===== src/rtl/pipe_gen.sv =====
// Scrolling pipe-field generator: 16x16 register field, GAP/PIPE column FSM, score pulse.
// Optional PIPE_GEN_SPEEDUP_EN: spacing shrinks by one every 8 completed pipes (floor 2).
module pipe_gen #(
  parameter int SPACING  = 4,
  parameter int PIPE_W   = 2,
  parameter int GAP_H    = 4,
  parameter int BIRD_COL = 4
) (
  input  logic        Clock,
  input  logic        Reset,
  input  logic        enable,
  input  logic        tick,
  input  logic [2:0]  rnd,
  input  logic [3:0]  col_sel,
  output logic [15:0] col_data,
  output logic        pipe_passed
);

  // state | meaning
  // GAP   | inserting empty columns, gcnt counts down the remaining gap
  // PIPE  | inserting pipe columns, pcnt counts down the remaining pipe width
  localparam logic [0:0] ST_GAP  = 1'b0;
  localparam logic [0:0] ST_PIPE = 1'b1;

  logic [15:0] field_q [16];
  logic [15:0] tag_q, tag_d;
  logic [0:0]  state_q, state_d;
  logic [3:0]  gcnt_q, gcnt_d;
  logic [2:0]  pcnt_q, pcnt_d;
  logic [3:0]  gap_base_q, gap_base_d;
  logic        pipe_passed_q;
  logic [15:0] pipe_col, new_col;
  logic        new_tag;
  logic        advance;
  logic        pipe_done;
  logic [3:0]  spacing_d;

  assign advance   = tick & enable;
  assign pipe_done = advance && (state_q == ST_PIPE) && (pcnt_q == 3'd1);
  assign col_data  = field_q[col_sel];
  assign pipe_passed = pipe_passed_q;

`ifdef PIPE_GEN_SPEEDUP_EN
  logic [2:0] npipe_q, npipe_d;
  logic [3:0] spacing_q;

  always_comb begin
    npipe_d   = npipe_q;
    spacing_d = spacing_q;
    if (pipe_done) begin
      npipe_d = npipe_q + 3'd1;
      if (npipe_q == 3'd7 && spacing_q > 4'd2) begin
        spacing_d = spacing_q - 4'd1;
      end
    end
  end

  always_ff @(posedge Clock) begin
    if (Reset) begin
      npipe_q   <= 3'd0;
      spacing_q <= 4'(SPACING);
    end else begin
      npipe_q   <= npipe_d;
      spacing_q <= spacing_d;
    end
  end
`else
  assign spacing_d = 4'(SPACING);
`endif

  // Opening spans gap_base..gap_base+GAP_H-1; max 11+5-1 stays within row 15.
  always_comb begin
    pipe_col = '1;
    for (int r = 0; r < 16; r++) begin
      if ((r >= int'(gap_base_q)) && (r < int'(gap_base_q) + GAP_H)) begin
        pipe_col[r] = 1'b0;
      end
    end
  end

  always_comb begin
    state_d    = state_q;
    gcnt_d     = gcnt_q;
    pcnt_d     = pcnt_q;
    gap_base_d = gap_base_q;
    new_col    = 16'h0000;
    new_tag    = 1'b0;
    if (advance) begin
      case (state_q)
        ST_GAP: begin
          if (gcnt_q == 4'd1) begin
            state_d    = ST_PIPE;
            gap_base_d = {1'b0, rnd} + 4'd4;
            pcnt_d     = 3'(PIPE_W);
          end else begin
            gcnt_d = gcnt_q - 4'd1;
          end
        end
        default: begin
          new_col = pipe_col;
          if (pcnt_q == 3'd1) begin
            state_d = ST_GAP;
            gcnt_d  = spacing_d;
            new_tag = 1'b1;
          end else begin
            pcnt_d = pcnt_q - 3'd1;
          end
        end
      endcase
    end
  end

  assign tag_d = {new_tag, 15'b0} | (tag_q >> 1);

  always_ff @(posedge Clock) begin
    if (Reset) begin
      for (int i = 0; i < 16; i++) field_q[i] <= 16'h0000;
      tag_q         <= 16'h0000;
      state_q       <= ST_GAP;
      gcnt_q        <= 4'(SPACING);
      pcnt_q        <= 3'd0;
      gap_base_q    <= 4'd0;
      pipe_passed_q <= 1'b0;
    end else begin
      state_q       <= state_d;
      gcnt_q        <= gcnt_d;
      pcnt_q        <= pcnt_d;
      gap_base_q    <= gap_base_d;
      pipe_passed_q <= advance && tag_q[BIRD_COL];
      if (advance) begin
        for (int i = 0; i < 15; i++) field_q[i] <= field_q[i+1];
        field_q[15] <= new_col;
        tag_q       <= tag_d;
      end
    end
  end

endmodule


===== config.mk =====
export PLATFORM = sky130hd
export DESIGN_NAME = pipe_gen
export DESIGN_NICKNAME = d
export VERILOG_FILES = /design/src/rtl/pipe_gen.sv
export SDC_FILE = /design/constraint.sdc
export NUM_CORES = 1
export LEC_CHECK = 0
export ABC_AREA = 1
export CAP_MARGIN = 5
export CORE_ASPECT_RATIO = 1.1
export CORE_MARGIN = 2
export CORE_UTILIZATION = 37
export CTS_BUF_LIST = sky130_fd_sc_hd__clkbuf_8
export CTS_CLUSTER_SIZE = 14
export DETAILED_ROUTE_END_ITERATION = 8
export GPL_ROUTABILITY_DRIVEN = 0
export REMOVE_ABC_BUFFERS = 1
export SYNTH_ARGS = -nofsm -noshare
export SYNTH_HDL_FRONTEND = slang
export SYNTH_SLANG_ARGS = --single-unit

===== constraint.sdc =====
create_clock -name Clock -period 12.2 [get_ports Clock]
set_input_delay 2.44 -clock Clock [delete_from_list [all_inputs] [get_ports Clock]]
set_output_delay 2.44 -clock Clock [all_outputs]
set_load 0.01 [all_outputs]

==> impl_metrics.json <==
{
  "report.final.slew_viol_count": 0,
  "hold_class": "flop to flop",
  "path_clk_slew_ns": 0.06,
  "rsz0062_at_grt": "no",
  "ys_warn_count": 0,
  "worstPathMaxFanout": 111,
  "design.portCount": 28,
  "synth_top_flop_cell": "edfxtp_1",
  "dpl_cell_area_um2": 14000,
  "floorplan.die.width_um": 186,
  "use_met3_pct": 2.71,
  "cap_violations": 0,
  "syn_avg_cell_area_um2": 9.37,
  "clkLatencyLatePin_ns": 0.56,
  "skew_ns": 0.0157,
  "hold_buffers": 0,
  "clockBufferDepth": 3,
  "ys_ff_latch": 281,
  "grtUsageMet2_pct": 23.9,
  "layout-drive-gt1-share_pct": 6.61,
  "synth_area_um2": 13500,
  "nets": 1467,
  "endpoint_kind": "primary output",
  "ant_nets": 0,
  "power.leakage_nw": 6.26,
  "use_met1_pct": 19.9,
  "min_period_ns": 7.55,
  "num_rows": 73,
  "vias": 9217,
  "numClockSinks": 281,
  "crit_path_frequent_cell": "nand3_1",
  "timing.fmax_ghz": 0.132,
  "netlist_instances": 1437,
  "gr-usage-all-layers_pct": 14.7,
  "crit_path_max_incr_delay_ns": 0.89,
  "ir_worst_vdd_uv": 62.7,
  "synth_cell_types": 28,
  "fin_tns_setup_ns": 0,
  "via_per_inst": 4.68,
  "coreArea_um2": 36000,
  "start_kind": "primary input",
  "synthArstFlopShare_pct": 0,
  "areaGrowthSynthToFinish_pct": 10.7,
  "antenna_found_initial": 0,
  "worstPathCellList": "buf_6 > buf_4 > or2_1 > nand3_1 > nand3_1 > nand3_1 > nand2_1 > clkdlybuf4s50_1",
  "wl_per_cell_um": 13.7,
  "post-dp-hpwl_um": 14200,
  "slowest_stage": "buf_4",
  "fin_area_um2": 14900,
  "start_util_pct": 37.4,
  "drt-total-wl_um": 26900,
  "cts_tree": "built",
  "status": "finished clean",
  "period_share_pct": 61.9,
  "first_iter_violations": 700,
  "finalSetupViolCount": 0,
  "post_cts_buffers": 0,
  "dp.cells": 1881,
  "p_total_mw": 2.15,
  "holdWs_ns": 0.442,
  "cts_root_buf": "clkbuf_8",
  "grt_max_degree": 173,
  "grt.busiest_layer": "met2",
  "htreeDepth": 2,
  "post_cts_resized": 0,
  "numCtsBuffers": 49,
  "critPathKind": "primary input to primary output",
  "drc": 0,
  "dieArea_um2": 38000,
  "grt_pass1_vias": 9246,
  "overflow": 0,
  "p_per_area_nw_per_um2": 144,
  "synth_edf_count": 256,
  "required_ns": 9.76,
  "crit_arrival_ns": 5.11,
  "finalHoldViolations": 0,
  "io_buffers": 27,
  "diodes": 0,
  "grt_pass1_wl_um": 45300,
  "worstMarginPinSlew_ns": 1.18,
  "relSlewSlack_pct": 21.6,
  "firstDrtPassIters": 5,
  "die_y_um": 204,
  "instances_no_fill": 1969,
  "yosysSeqAreaShare_pct": 60.8
}
## critical path: cells and delay by family
family | cells | cell delay (ns)
AND/OR/NAND/NOR | 5 | 0.56
buffers and inverters | 3 | 1.98
## power breakdown
| part | leakage [nW] | internal [mW] | switching [mW] |
|---|---|---|---|
| Combinational | 2.77 | 0.0625 | 0.134 |
| Sequential | 2.93 | 1.11 | 0.0198 |
| Clock | 0.556 | 0.442 | 0.376 |
## routing by layer
| layer | part of all wire (%) | up-vias |
|---|---|---|
| met4 | 1.9 | 0 |
| li1 | - | 4649 |
| met5 | 0 | - |
| met2 | 47 | 175 |
| met3 | 4.5 | 36 |
| met1 | 47 | 4357 |
## kinds of logic (layout without fill, tap and decap cells)
family | count (synthesis) | after routing | share of synthesized area [%]
compound gates | 113 | 113 | 6.04
xor+xnor | 2 | 2 | 0.130
fa+ha+maj | 11 | 11 | 1.02
buf+inv | 365 | 410 | 11.5
flops | 281 | 281 | 60.8
simple gates | 665 | 665 | 20.5
## cells in the mapped netlist, types with 2 or more instances
cell type	number	share of area, %
o211ai_1	58	3.2
dfxtp_1	25	3.7
ha_1	11	1.0
xor2_1	2	0.13
or2_1	16	0.74
o211ai_2	10	0.93
o22ai_1	15	0.70
a21oi_1	18	0.67
buf_4	9	0.50
nand3_1	167	6.2
edfxtp_1	256	57
o21ai_0	8	0.30
nand4_1	3	0.14
inv_2	2	0.056
inv_1	280	7.8
buf_1	6	0.17
buf_6	13	1.1
buf_2	40	1.5
nand2_1	219	6.1
nor2_1	258	7.2
clkbuf_1	14	0.39
## registers in the layout, indices dropped and copies added (netlist names)
register / count
field_q: 256
tag_q: 12
gap_base_q: 4
gcnt_q: 4
pcnt_q: 3
pipe_passed: 1
state_q: 1
## placed cells by master, fill, tap and decap left out, drive strengths merged, types with 18 or more instances in the layout
master / count
nand2: 220
clkdlybuf4s50: 24
a21oi: 18
o211ai: 68
nand3: 168
inv: 301
clkbuf: 60
nor2: 258
dfxtp: 25
edfxtp: 256
## final timing paths
check | startpoint | end | slack [ns] | depth (start not counted)
setup / recovery | col_sel[0] | col_data[5] | 4.65 | 8
hold / removal | tag_q[4] | pipe_passed | 0.44 | 2
setup reg to reg | state_q | field_q[15][1] | 10.50 | 2
hold reg to reg | tag_q[4] | pipe_passed | 0.44 | 2
## through the flow
step / worst slack, ns / util, %
after global placement: 4.66 / 38.8
after detailed placement: 4.61 / 38.8
final: 4.65 / 41.4
after floorplan: 3.37 / -
after global routing: 4.35 / 41.4
after CTS: 4.63 / 41.4
## layout make-up
type / instances / area [um2]
Sequential cell: 281 / 8190
Clock inverter: 28 / 116
Clock buffer: 60 / 826
Multi-Input combinational cell: 791 / 3750
Tap cell: 487 / 609
Fill cell: 3612 / 21100
Timing Repair Buffer: 39 / 352
Inverter: 283 / 1060
Note: power is estimated with default switching activity, not from simulation.
